## config.mk

```make
export PLATFORM = sky130hd
export DESIGN_NAME = sh_intc_arbiter
export DESIGN_NICKNAME = d
export VERILOG_FILES = /design/src/rtl/sh_intc_arbiter.sv
export SDC_FILE = /design/constraint.sdc
export NUM_CORES = 1
export LEC_CHECK = 0
export BUFFER_PORTS_ARGS = -buffer_cell sky130_fd_sc_hd__buf_2
export CAP_MARGIN = 20
export CORE_ASPECT_RATIO = 1.25
export CORE_MARGIN = 10
export CORE_UTILIZATION = 55
export DETAILED_ROUTE_END_ITERATION = 12
export PLACE_DENSITY_LB_ADDON = 0.1
export SYNTH_ARGS = -nofsm -noshare
export SYNTH_HDL_FRONTEND = slang
export SYNTH_SLANG_ARGS = --single-unit
```

## constraint.sdc

```tcl
create_clock -name clk -period 20.5 [get_ports clk]
set_clock_uncertainty 0.15 [all_clocks]
set_input_delay 4.1 -clock clk [delete_from_list [all_inputs] [get_ports clk]]
set_output_delay 4.1 -clock clk [all_outputs]
set_load 0.05 [all_outputs]
```

## src/rtl/sh_intc_arbiter.sv

```systemverilog
// SH on-chip interrupt controller: INTC register file, level/order arbitration of 12 sources plus NMI,
// and the registered request/acknowledge handshake. Optional external IRL input enabled by SH_INTC_IRL_EN.
module sh_intc_arbiter #(
  parameter int NMI_SYNC = 2
) (
  input  logic        clk,
  input  logic        rst_n,
  input  logic        ce,
  input  logic [7:0]  reg_a,
  input  logic [15:0] reg_di,
  output logic [15:0] reg_do,
  input  logic [1:0]  reg_ba,
  input  logic        reg_we,
  input  logic        reg_rd,
  input  logic        nmi_n,
  input  logic [11:0] src_int,
  input  logic [6:0]  divu_vec,
  input  logic [15:0] dma_vec,
`ifdef SH_INTC_IRL_EN
  input  logic [3:0]  irl_n,
  input  logic [7:0]  ext_vec,
  output logic [13:0] src_ack,
`else
  output logic [12:0] src_ack,
`endif
  output logic [13:0] int_req,
  input  logic [4:0]  int_ack
);

`ifdef SH_INTC_IRL_EN
  localparam int ACK_W = 14;
`else
  localparam int ACK_W = 13;
`endif
  localparam logic [13:0] INT_REQ_RESET = '0;
  localparam logic [3:0]  NMI_IDX       = 4'd12;

  typedef enum logic [1:0] {S_IDLE, S_REQ, S_ACKW} state_t;

  state_t              state;
  logic [3:0]          cur_idx;
  logic [15:0]         ipra, iprb, vcra, vcrb, vcrc, vcrd, vcrwdt, icr;
  logic [NMI_SYNC-1:0] nmi_sync;
  logic                nmi_prev, nmi_pend, nmi_lvl, nmi_edge, nmi_retire;
  logic [7:0]          addr;
  logic [3:0]          src_lvl [12];
  logic [7:0]          src_vec [12];
  logic                win_any;
  logic [3:0]          win_lvl, win_idx;
  logic [7:0]          win_vec;
  logic                unused_ok;

  assign addr       = {reg_a[7:1], 1'b0};
  assign nmi_lvl    = nmi_sync[NMI_SYNC-1];
  assign nmi_edge   = icr[8] ? (nmi_lvl & ~nmi_prev) : (~nmi_lvl & nmi_prev);
  assign nmi_retire = (state == S_REQ) && int_ack[0] && (cur_idx == NMI_IDX);
  assign unused_ok  = &{1'b0, reg_a[0], int_ack[4:1]};

  function automatic logic [15:0] merge(input logic [15:0] old, input logic [15:0] di,
                                        input logic [1:0] ba, input logic [15:0] mask);
    logic [15:0] v;
    v[15:8] = ba[1] ? di[15:8] : old[15:8];
    v[7:0]  = ba[0] ? di[7:0]  : old[7:0];
    return v & mask;
  endfunction

  always_ff @(posedge clk or negedge rst_n) begin
    if (!rst_n) begin
      ipra <= '0; iprb <= '0; vcra <= '0; vcrb <= '0;
      vcrc <= '0; vcrd <= '0; vcrwdt <= '0; icr <= '0;
    end else if (ce && reg_we) begin
      case (addr)
        8'h60: iprb   <= merge(iprb,   reg_di, reg_ba, 16'hFF00);
        8'h62: vcra   <= merge(vcra,   reg_di, reg_ba, 16'h7F7F);
        8'h64: vcrb   <= merge(vcrb,   reg_di, reg_ba, 16'h7F7F);
        8'h66: vcrc   <= merge(vcrc,   reg_di, reg_ba, 16'h7F7F);
        8'h68: vcrd   <= merge(vcrd,   reg_di, reg_ba, 16'h7F00);
        8'hE0: icr    <= merge(icr,    reg_di, reg_ba, 16'h0101);
        8'hE2: ipra   <= merge(ipra,   reg_di, reg_ba, 16'hFFF0);
        8'hE4: vcrwdt <= merge(vcrwdt, reg_di, reg_ba, 16'h7F7F);
        default: ;
      endcase
    end
  end

  always_comb begin
    reg_do = '0;
    if (reg_rd) begin
      case (addr)
        8'h60: reg_do = iprb;
        8'h62: reg_do = vcra;
        8'h64: reg_do = vcrb;
        8'h66: reg_do = vcrc;
        8'h68: reg_do = vcrd;
        8'hE0: reg_do = {nmi_lvl, icr[14:0]};
        8'hE2: reg_do = ipra;
        8'hE4: reg_do = vcrwdt;
        default: reg_do = '0;
      endcase
    end
  end

  always_comb begin
    src_lvl[0]  = ipra[15:12]; src_vec[0]  = {1'b0, divu_vec};
    src_lvl[1]  = ipra[11:8];  src_vec[1]  = dma_vec[7:0];
    src_lvl[2]  = ipra[11:8];  src_vec[2]  = dma_vec[15:8];
    src_lvl[3]  = ipra[7:4];   src_vec[3]  = {1'b0, vcrwdt[14:8]};
    src_lvl[4]  = ipra[7:4];   src_vec[4]  = {1'b0, vcrwdt[6:0]};
    src_lvl[5]  = iprb[15:12]; src_vec[5]  = {1'b0, vcra[14:8]};
    src_lvl[6]  = iprb[15:12]; src_vec[6]  = {1'b0, vcra[6:0]};
    src_lvl[7]  = iprb[15:12]; src_vec[7]  = {1'b0, vcrb[14:8]};
    src_lvl[8]  = iprb[15:12]; src_vec[8]  = {1'b0, vcrb[6:0]};
    src_lvl[9]  = iprb[11:8];  src_vec[9]  = {1'b0, vcrc[14:8]};
    src_lvl[10] = iprb[11:8];  src_vec[10] = {1'b0, vcrc[6:0]};
    src_lvl[11] = iprb[11:8];  src_vec[11] = {1'b0, vcrd[14:8]};
  end

  // Strict '>' keeps the earliest candidate on a level tie, so IRL (checked first) and low indices win ties.
  always_comb begin
    win_any = 1'b0;
    win_lvl = '0;
    win_vec = '0;
    win_idx = '0;
`ifdef SH_INTC_IRL_EN
    if (~irl_n != 4'd0) begin
      win_any = 1'b1;
      win_lvl = ~irl_n;
      win_vec = icr[0] ? ext_vec : 8'd64 + {5'd0, win_lvl[3:1]};
      win_idx = 4'd13;
    end
`endif
    for (int i = 0; i < 12; i++) begin
      if (src_int[i] && (src_lvl[i] > win_lvl)) begin
        win_any = 1'b1;
        win_lvl = src_lvl[i];
        win_vec = src_vec[i];
        win_idx = 4'(i);
      end
    end
    if (nmi_pend) begin
      win_any = 1'b1;
      win_lvl = 4'd15;
      win_vec = 8'd11;
      win_idx = NMI_IDX;
    end
  end

  always_ff @(posedge clk or negedge rst_n) begin
    if (!rst_n) begin
      state    <= S_IDLE;
      int_req  <= INT_REQ_RESET;
      cur_idx  <= '0;
      src_ack  <= '0;
      nmi_sync <= '0;
      nmi_prev <= 1'b0;
      nmi_pend <= 1'b0;
    end else begin
      src_ack <= '0;
      if (ce) begin
        nmi_sync <= {nmi_sync[NMI_SYNC-2:0], nmi_n};
        nmi_prev <= nmi_lvl;
        // A fresh edge landing on the NMI acknowledge cycle must survive the retire.
        if (nmi_edge)
          nmi_pend <= 1'b1;
        else if (nmi_retire)
          nmi_pend <= 1'b0;
        case (state)
          S_IDLE: begin
            if (win_any) begin
              int_req <= {win_lvl, win_vec, 1'b0, 1'b1};
              cur_idx <= win_idx;
              state   <= S_REQ;
            end
          end
          S_REQ: begin
            if (int_ack[0]) begin
              src_ack <= ACK_W'(1) << cur_idx;
              int_req <= INT_REQ_RESET;
              state   <= S_ACKW;
            end else if (win_any) begin
              int_req <= {win_lvl, win_vec, 1'b0, 1'b1};
              cur_idx <= win_idx;
            end else begin
              int_req <= INT_REQ_RESET;
              state   <= S_IDLE;
            end
          end
          S_ACKW: begin
            if (!int_ack[0])
              state <= S_IDLE;
          end
          default: state <= S_IDLE;
        endcase
      end
    end
  end

endmodule
```

Word-level counts from Yosys, hierarchy flattened --
Cells that the tools add are included.
Operators by class: magnitude comparators 12, eq/ne operators 15, bitwise logic cells 4, multiplexer cells 71, shift operators 1, reductions and logical operators 36
Operators by type and width (number):
- 16-bit case mux with 8 select lines | 1
- 4-bit two-way mux | 26
- 8-bit two-way mux | 12
- 3-bit AND reduction | 16
- 4-bit > comparator | 11
- 14-bit two-way mux | 3
- 13-bit two-way mux | 3
- 7-bit by 6-bit equality test with 1-bit output (second input constant) | 5
- 14-bit case mux with 2 select lines | 1
- 7-bit equality test (second input constant) | 3
- 1-bit two-way mux | 17
- 16-bit two-way mux | 1
- 1-bit logical AND | 15
- 1-bit by 4-bit left shift with 13-bit output (first input constant) | 1
- 2-bit two-way mux | 4
- 4-bit case mux with 2 select lines | 1
- 7-bit two-way mux | 1
- 2-bit != test (second input constant) | 3
- 2-bit case mux with 3 select lines | 1
- 4-bit equality test (second input constant) | 1
- 4-bit by 1-bit > comparator with 1-bit output (second input constant) | 1
- 4-bit AND reduction | 1
- 2-bit nonzero test | 2
- 3-bit != test (second input constant) | 1
- 6 further kinds | 8
Storage, ports and cells: output and inout bits 43, register bits 122, word-level logic and storage cells 160, bits of input ports 72

Longest topological paths before layout --
Gate-level depths: netlist of the first run.
word-level depth 40, gate-level depth with buffers 97, mapped depth without buffers 86

Worst setup path before layout of the first run --
No wires, ideal clock.
path type in2reg, start in src_int[0], end reg int_req[4], library setup time 122 ps, arrival time 20734 ps, data required time 20228 ps, slack -505 ps, path buffers 13, cell stages on the path 91, cell sequence buf_2 nand2_1 ha_1 nand4_1 nand2_1 a21oi_4 clkbuf_1 a21oi_1 ha_1 and3_1 a221o_1 nand2_1 nor2_1 a21oi_1 inv_1 ha_1 nand2_1 nor3b_1 [55 not listed] nand3_1 o21bai_1 o221ai_1 nor4_2 buf_6 buf_2 o21ai_0 o31a_1 ha_1 nor2b_1 o21a_1 o21a_1 o211a_1 clkbuf_1 nor2_1 buf_2 nand2_1 a32o_1
On the way: word-level cells in the longest chain between the ends 39, elaborated cells on any way between the ends 66, classes of those cells order compare: 11; eq/ne: 1; mux: 41; reduce/logical: 13
Ends and longest elaborated chain:
- from (decl) | RTL line 16 | input logic [11:0] src_int,
- 1-bit logical AND * | RTL line 133 | if (src_int[i] && (src_lvl[i] > win_lvl)) begin
- 4-bit two-way mux | RTL line 133
- 4-bit > comparator | RTL line 133
- 1-bit logical AND | RTL line 133
- 4-bit two-way mux | RTL line 133
- 4-bit > comparator | RTL line 133
- 1-bit logical AND | RTL line 133
- 4-bit two-way mux | RTL line 133
- [23 not listed]
- 4-bit two-way mux | RTL line 133
- 4-bit > comparator | RTL line 133
- 1-bit logical AND | RTL line 133
- 8-bit two-way mux or 1-bit two-way mux (tied branches) | RTL line 133
- 8-bit two-way mux or 1-bit two-way mux (tied branches) | RTL line 140 | if (nmi_pend) begin
- 14-bit two-way mux | RTL line 180 | end else if (win_any) begin
- 14-bit two-way mux | RTL line 176 | if (int_ack[0]) begin
- 14-bit case mux with 2 select lines | RTL line 167 | case (state)
- to (signal assigned) | RTL line 170 | int_req <= {win_lvl, win_vec, 1'b0, 1'b1};
- to (signal assigned) | RTL line 181 | int_req <= {win_lvl, win_vec, 1'b0, 1'b1};
- to (decl) | RTL line 26 | output logic [13:0] int_req,
Every way passes the cells marked *; elsewhere a longest branch is shown, timed or not. The select of a mux whose other input is x is not followed. A chain may end at the register's enable or synchronous reset.

Worst setup path in the final report of the first run --
start in src_int[0], end reg int_req[8]
Same word-level chain as after synthesis.

==> results of run 1 <==
## synth_stat cells, drive strengths merged (7+ instances only)
cell type and n:
mux2 92, a222oi 11, nor2 64, buf 17
o211ai 15, inv 35, ha 27, nand3 26
dfrtp 121, mux2i 22, nor3 12, nand2b 10
o21ai 52, nor4 10, a21oi 62, and3 7
clkbuf 32, nand2 102, a31oi 16, and2 14
a22oi 26
## final timing paths
kind / start / cells after the start / slack, ps / to
setup reg to reg: ipra[14]$_DFFE_PN0P_ / 79 / 4490 / int_req[8]$_DFFE_PN0P_
max in group asynchronous: rst_n / 2 / 15280 / vcrd[9]$_DFFE_PN0P_
min in group asynchronous: rst_n / 1 / 3540 / vcrwdt[14]$_DFFE_PN0P_
hold / removal: int_req[9]$_DFFE_PN0P_ / 2 / 320 / int_req[9]$_DFFE_PN0P_
setup / recovery: src_int[0] / 80 / 1120 / int_req[8]$_DFFE_PN0P_
hold reg to reg: int_req[9]$_DFFE_PN0P_ / 2 / 320 / int_req[9]$_DFFE_PN0P_
## layout by cell type (no fill, tap or decap), drive strengths merged, types with 4 or more instances in the layout
| master | count |
|---|---|
| o211ai | 15 |
| a22o | 5 |
| a221oi | 4 |
| mux2i | 22 |
| clkbuf | 22 |
| a21o | 4 |
| nor3 | 12 |
| nor4 | 10 |
| o31a | 5 |
| xnor2 | 4 |
| a31oi | 16 |
| ha | 27 |
| mux2 | 92 |
| nor2 | 64 |
| or2 | 4 |
| a22oi | 26 |
| dfrtp | 121 |
| a211oi | 4 |
| nand4 | 6 |
| buf | 142 |
| nor2b | 5 |
| a32o | 4 |
| and2 | 14 |
| o31ai | 4 |
| nand2b | 10 |
| and3 | 7 |
| o21ai | 52 |
| nand3 | 26 |
| nand2 | 102 |
| a21oi | 62 |
| clkinv | 6 |
| inv | 36 |
| o21a | 6 |
| a222oi | 11 |
## stage by stage
| step | setup TNS (ps) | total power (µW) | cells | hold WS [ps] |
|---|---|---|---|---|
| 4_1_cts | 0 | 951.7 | 1168 | 322.2 |
| 3_3_place_gp | -3102 | 636.7 | 1136 | 299.7 |
| 3_5_place_dp | -4306 | 640.4 | 1136 | 309.6 |
| 5_1_grt | 0 | 1021 | 1181 | 351.0 |
| 2_1_floorplan | 0 | 543.3 | 877 | 324.9 |
| 6_report | 0 | 970.2 | 1181 | 319.9 |
## per-layer routing
| metal | global-route usage | up-vias | wire length, µm |
|---|---|---|---|
| li1 | - | 3486 | - |
| met1 | 0.2938 | 3678 | 10240 |
| met2 | 0.4242 | 309 | 12360 |
| met3 | 0.04801 | 78 | 1407 |
| met4 | 0.1405 | 0 | 1285 |
| met5 | 0 | - | 0 |
## flip-flops by register name (all words and copies together), names as in the netlist, 2 cells and up
signal,count
icr,2
iprb,8
vcra,14
vcrc,14
vcrwdt,14
cur_idx,4
nmi_sync,2
vcrd,7
state,2
src_ack,13
vcrb,14
int_req,13
ipra,12
## repair_timing
| action | in CTS | in global routing |
|---|---|---|
| resized for setup | 1 | 22 |
| buffers inserted | 0 | 8 |
| pin swaps | 0 | 4 |
| hold buffers | 0 | 0 |
| setup endpoints to repair | 7 | 18 |
## layout make-up
type | instances | area (µm²)
clock buffer | 21 | 470.5
clock inverter | 11 | 143.9
fill | 1183 | 4780
inverter | 35 | 131.4
multi-input combinational | 672 | 4878
sequential | 121 | 3028
tap | 178 | 222.7
timing repair buffer | 143 | 814.5
## cell families (layout without fill, tap and decap cells)
kind of cell    Yosys count  count (layout)
simple gates            273             273
other cells               1               1
fa+ha+maj                28              28
xor+xnor                  4               4
buf+inv                  84             210
mux                     114             114
compound gates          252             252
flops                   121             121
## tightest hold or removal path: stages, from the launching register on
cell     delay (ps)
dfrtp_1         340
nand2_1          50
nand2_1          50
## power breakdown
group          total (µW)  internal [µW]  switching [µW]  leakage (µW)
sequential            281            260            21.2       0.00161
combinational         379            138             241       0.00262
clock                 310            200             110      0.000303
total                 970            598             372       0.00454
==> load_flow_metrics.sql, run 1 <==
INSERT INTO impl_metrics (metric_group, metric, value, unit) VALUES
('drt', 'route.final.wire_length', '25290', 'µm'),
('sta', 'finalSetupViolCount', '0', ''),
('yosys', 'syn_nets', '976', ''),
('yosys', 'yosys_warnings', '0', ''),
('yosys', 'synth_top_family_by_area', 'compound AO/OA/AOI/OAI gates', ''),
('grt', 'groute.usage.overall', '0.2515', ''),
('place', 'post_dp_cell_area', '8890', 'µm²'),
('sta', 'maximum_clock_frequency', '51.59', 'MHz'),
('yosys', 'synth_flop_cell', 'dfrtp_1', ''),
('yosys', 'synth.area.mux_share', '0.1551', ''),
('yosys', 'synth.ff_latch_count', '121', ''),
('pwr', 'pwr_density_cell', '100.1', 'nW/µm²'),
('yosys', 'syn-instance-count', '877', ''),
('grt', 'grt_first_pass_wirelength', '39810', 'µm'),
('place', 'pre_cts_slack', '-443.8', 'ps'),
('sta', 'post-route-min-period', '19380', 'ps'),
('critical_path', 'critPathMaxFanout', '19', ''),
('drt', 'via_count', '7551', ''),
('yosys', 'post_synth.cell_area_avg', '9.321', 'µm²'),
('place', 'detailed_placement_hpwl', '18470', 'µm'),
('place', 'place_congestion', '0.9165', ''),
('sta', 'final_hold_viol_count', '0', ''),
('critical_path', 'critical_path_required', '20660', 'ps'),
('yosys', 'synth_compound_gate_area_share', '0.2236', ''),
('yosys', 'synthesis.area', '8174', 'µm²'),
('drt', 'count_of_nets_left_with_antenna_violations_after_detail_routing', '0', ''),
('clocking', 'maximum_count_of_clock_buffers_along_a_single_path', '2', ''),
('critical_path', 'timing.critical_path.max_delay_family', 'compound AO/OA/AOI/OAI gates', ''),
('yosys', 'async_flop_share', '1.000', ''),
('clocking', 'tritoncts', 'yes', ''),
('pwr', 'ir_drop', '62.67', 'µV'),
('sta', 'worst-slew-pin-transition', '936.3', 'ps'),
('layout', 'finish.net_count', '1089', ''),
('layout', 'antennaDiodeCount', '0', ''),
('yosys', 'yosys.area.top_type', 'dfrtp_1', ''),
('sta', 'rsz0062_at_grt', 'no', ''),
('yosys', 'synth_fa_ha_area_frac', '0.04255', ''),
('clocking', 'path_clk_slew', '60', 'ps'),
('layout', 'areaGrowthSynthToFinish', '18.54', '%'),
('floorplanning', 'placement_rows', '49', ''),
('place', 'placement.io_buffers', '108', ''),
('clocking', 'clk_root_buffer_cell', 'clkbuf_16', ''),
('pwr', 'power.leakage', '0.004536', 'µW'),
('critical_path', 'cp_data_arrival_time', '19550', 'ps'),
('job', 'drv.max_cap_violation_count', '0', ''),
('clocking', 'cts_htree_levels', '4', ''),
('yosys', 'synth.yosys.seq_area_share', '0.3704', ''),
('drt', 'drc_violation_count_after_routing', '0', ''),
('critical_path', 'end_kind', 'register', ''),
('floorplanning', 'ios', '115', ''),
('critical_path', 'timing.critical_path.slowest_cell_delay', '390', 'ps'),
('drt', 'drtIter0Drc', '702', ''),
('drt', 'drt-pass1-iter-count', '8', ''),
('drt', 'avgRoutedWirePerCell', '21.41', 'µm'),
('critical_path', 'crit_slowest_cell', 'a221o_1', ''),
('run_status', 'run_status', 'complete, no violations', ''),
('grt', 'grt_antenna_before_repair', '0', ''),
('worst_hold_path', 'min_path_type', 'reg -> reg', ''),
('sta', 'maxSlewHeadroom', '0.3710', ''),
('floorplanning', 'starting_density_of_the_core', '0.5649', ''),
('yosys', 'synth_largest_type_area_fraction', '0.3704', ''),
('yosys', 'synth-edff-count', '0', ''),
('floorplanning', 'die-area', '20170', 'µm²'),
('yosys', 'synthSimpleGateAreaFrac', '0.1584', ''),
('yosys', 'yosys.cell_types.count', '86', ''),
('yosys', 'synth_xor_xnor_area_share', '0.005204', ''),
('sta', 'final_worst_path_period_share', '0.9455', ''),
('floorplanning', 'die_w', '129.0', 'µm'),
('critical_path', 'critical_path.n_buffers_inverters', '9', ''),
('sta', 'layout_setup_ws', '1118', 'ps'),
('grt', 'grt_start_max_net_pins', '75', '');
Note: power is estimated with default switching activity, not from simulation.
==> run 2, diff against run 1 <==
--- a/config.mk
+++ b/config.mk
@@ -11,7 +11,9 @@
 export CORE_MARGIN = 10
 export CORE_UTILIZATION = 55
 export DETAILED_ROUTE_END_ITERATION = 12
-export PLACE_DENSITY_LB_ADDON = 0.1
+export HOLD_SLACK_MARGIN = 0.15
+export MAX_ROUTING_LAYER = met4
+export PLACE_DENSITY_LB_ADDON = 0.2
 export SYNTH_ARGS = -nofsm -noshare
 export SYNTH_HDL_FRONTEND = slang
 export SYNTH_SLANG_ARGS = --single-unit
==> run 2 against run 1 <==
- total power increased by 1.7%
- largest power group unchanged
- critical path type unchanged
- non-clock buffer count decreased by 2
- largest cell class unchanged
- critical endpoint is now int_req[11]$_DFFE_PN0P_
- critical path depth unchanged
- global-route usage increased by 0.49 points
==> load_flow_metrics.sql, run 2 (same netlist as run 1, synthesis figures left out) <==
INSERT INTO impl_metrics (metric_group, metric, value, unit) VALUES
('clocking', 'path_clk_slew', '50', 'ps'),
('critical_path', 'reg2reg_slack', '4370', 'ps'),
('clocking', 'maximum_count_of_clock_buffers_along_a_single_path', '2', ''),
('drt', 'drt-pass1-iter-count', '7', ''),
('sta', 'final_max_slew_viol_count', '0', ''),
('grt', 'grt_antenna_before_repair', '0', ''),
('grt', 'grt.overflow.total', '0', ''),
('layout', 'areaGrowthSynthToFinish', '18.97', '%'),
('floorplanning', 'placement_rows', '49', ''),
('layout', 'layout_commonest_cell', 'dfrtp_1', ''),
('grt', 'grt_start_max_net_pins', '79', ''),
('sta', 'final_hold_viol_count', '0', ''),
('critical_path', 'reg2reg_from', 'ipra[13]$_DFFE_PN0P_', ''),
('drt', 'topmost_layer_with_routed_signal_wires', 'met4', ''),
('sta', 'final_layout_setup_total_negative_slack', '0', 'ps'),
('critical_path', 'critical_path_required', '20660', 'ps'),
('drt', 'dr_wl_met3', '1737', 'µm'),
('clocking', 'cts_htree_levels', '4', ''),
('critical_path', 'critPathMaxFanout', '13', ''),
('clocking', 'clk_root_buffer_cell', 'clkbuf_16', ''),
('clocking', 'clk_latency_worst_skew_pair', '420', 'ps'),
('floorplanning', 'starting_density_of_the_core', '0.5649', ''),
('run_status', 'run_status', 'complete, no violations', ''),
('critical_path', 'crit_path_start', 'src_int[0]', ''),
('layout', 'layout-drive-gt1-share', '0.3057', ''),
('sta', 'post-route-min-period', '19480', 'ps'),
('clocking', 'post_cts_hold_buffer_count', '0', ''),
('floorplanning', 'die-height', '156.3', 'µm'),
('critical_path', 'crit_slowest_cell', 'a221o_1', ''),
('floorplanning', 'coreArea', '14470', 'µm²'),
('worst_hold_path', 'min-delay-start', 'int_req[9]$_DFFE_PN0P_', ''),
('drt', 'avgRoutedWirePerCell', '21.33', 'µm'),
('place', 'detailed_placement_hpwl', '18450', 'µm'),
('sta', 'finalHoldWorstSlack', '312.0', 'ps'),
('critical_path', 'timing.critical_path.slowest_cell_delay', '400', 'ps'),
('drt', 'route.detailed.vias_per_inst', '6.441', ''),
('pwr', 'pwr_density_cell', '101.4', 'nW/µm²'),
('drt', 'via_count', '7600', ''),
('worst_hold_path', 'min_delay_path_depth', '2', ''),
('sta', 'final_worst_path_period_share', '0.9501', ''),
('drt', 'wl_met1', '9592', 'µm'),
('sta', 'maximum_clock_frequency', '51.35', 'MHz'),
('drt', 'drc_violation_count_after_routing', '0', ''),
('pwr', 'ir_drop', '73.98', 'µV'),
('drt', 'drtIter0Drc', '689', ''),
('drt', 'count_of_nets_left_with_antenna_violations_after_detail_routing', '0', ''),
('floorplanning', 'die-area', '20170', 'µm²'),
('drt', 'route.final.wire_length', '25170', 'µm'),
('layout', 'layout_common_cells', 'dfrtp_1, buf_2, nand2_1', ''),
('sta', 'maxSlewHeadroom', '0.2339', ''),
('clocking', 'cts_sinks', '121', ''),
('critical_path', 'cp_data_arrival_time', '19630', 'ps'),
('sta', 'finalSetupViolCount', '0', ''),
('floorplanning', 'ios', '115', ''),
('sta', 'worst-slew-pin-transition', '1145', 'ps'),
('drt', 'route.met2.wl', '12520', 'µm'),
('clocking', 'tritoncts', 'yes', ''),
('grt', 'groute.usage.overall', '0.2563', ''),
('critical_path', 'end_kind', 'register', ''),
('floorplanning', 'die_w', '129.0', 'µm'),
('critical_path', 'critPathLaunchType', 'primary input', ''),
('worst_hold_path', 'min_path_type', 'reg -> reg', ''),
('critical_path', 'cpMostUsedCell', 'nand2_1', ''),
('grt', 'grt_first_pass_wirelength', '39700', 'µm'),
('place', 'place_congestion', '0.9315', ''),
('place', 'placement.io_buffers', '108', ''),
('job', 'drv.max_cap_violation_count', '0', ''),
('critical_path', 'worst-setup-path-type', 'in -> reg', ''),
('layout', 'fillers', '1195', ''),
('worst_hold_path', 'holdPathEnd', 'int_req[9]$_DFFE_PN0P_', ''),
('critical_path', 'ff2ff_path_depth', '79', ''),
('critical_path', 'rr_endpoint', 'int_req[11]$_DFFE_PN0P_', ''),
('clocking', 'numCtsBuffers', '17', ''),
('grt', 'first_global_vias', '7468', ''),
('layout', 'finish.net_count', '1087', ''),
('pwr', 'power.leakage', '0.004548', 'µW');
run 2: changes by cell type in the layout (fill, tap and decap cells not counted), sizes merged:
cell,previous run,this run
clkinv,6,5
buf,142,139
diode,0,1
inv,36,38
clkbuf,22,21
bufinv,3,4
run 2: worst max path at each step:
stage                                          to  slack (ps)
after floorplan            int_req[4]$_DFFE_PN0P_          30
after global placement     int_req[8]$_DFFE_PN0P_        -160
after detailed placement   int_req[4]$_DFFE_PN0P_        -190
after CTS                  int_req[4]$_DFFE_PN0P_         180
after global routing      int_req[11]$_DFFE_PN0P_         -30
final                     int_req[11]$_DFFE_PN0P_        1020
run 2: worst max-delay path: cells and delay by family:
family	cells	cell delay [ps]
compound gates	30	6310
simple gates	26	3380
fa+ha+maj	11	3190
mux	6	2000
buf+inv	7	660
run 2: metal layers:
metal / global-route usage / up-vias
met4: 0.1400 / 0
met3: 0.04124 / 87
li1: - / 3485
met2: 0.4198 / 361
met1: 0.2953 / 3667
met5: - / -
run 2: area by class of cell:
cell class | count | area (µm²) | area share
clock buffer | 19 | 452.9 | 0.04658
antenna | 1 | 2.502 | 0.0002573
inverter | 35 | 131.4 | 0.01351
timing repair buffer | 141 | 802.0 | 0.08248
tap | 178 | 222.7 | 0.02290
multi-input combinational | 672 | 4895 | 0.5033
sequential | 121 | 3028 | 0.3114
clock inverter | 13 | 190.2 | 0.01956
run 2: power by group:
group          leakage, µW  switching, µW  internal [µW]
combinational      0.00262            242            138
clock             0.000314            114            211
sequential         0.00161           21.5            260
total              0.00455            377            609
run 2: what timing repair did:
item,4_1_cts,5_1_grt
endpoints found under the setup margin,0,18
gates resized for setup,0,25
buffers inserted,0,4
run 2: metrics by stage:
stage	instances	total power, µW	worst slack (ps)	util	instance area [µm²]
floorplan	877	543.3	30.05	-	8182
global placement	1136	638.6	-158.9	0.6144	8890
detailed placement	1137	642.9	-186.4	0.6149	8897
CTS	1169	969.3	182.1	0.6594	9540
global route	1179	1036	-34.38	0.6719	9722
finish	1180	986.4	1024	0.6721	9724
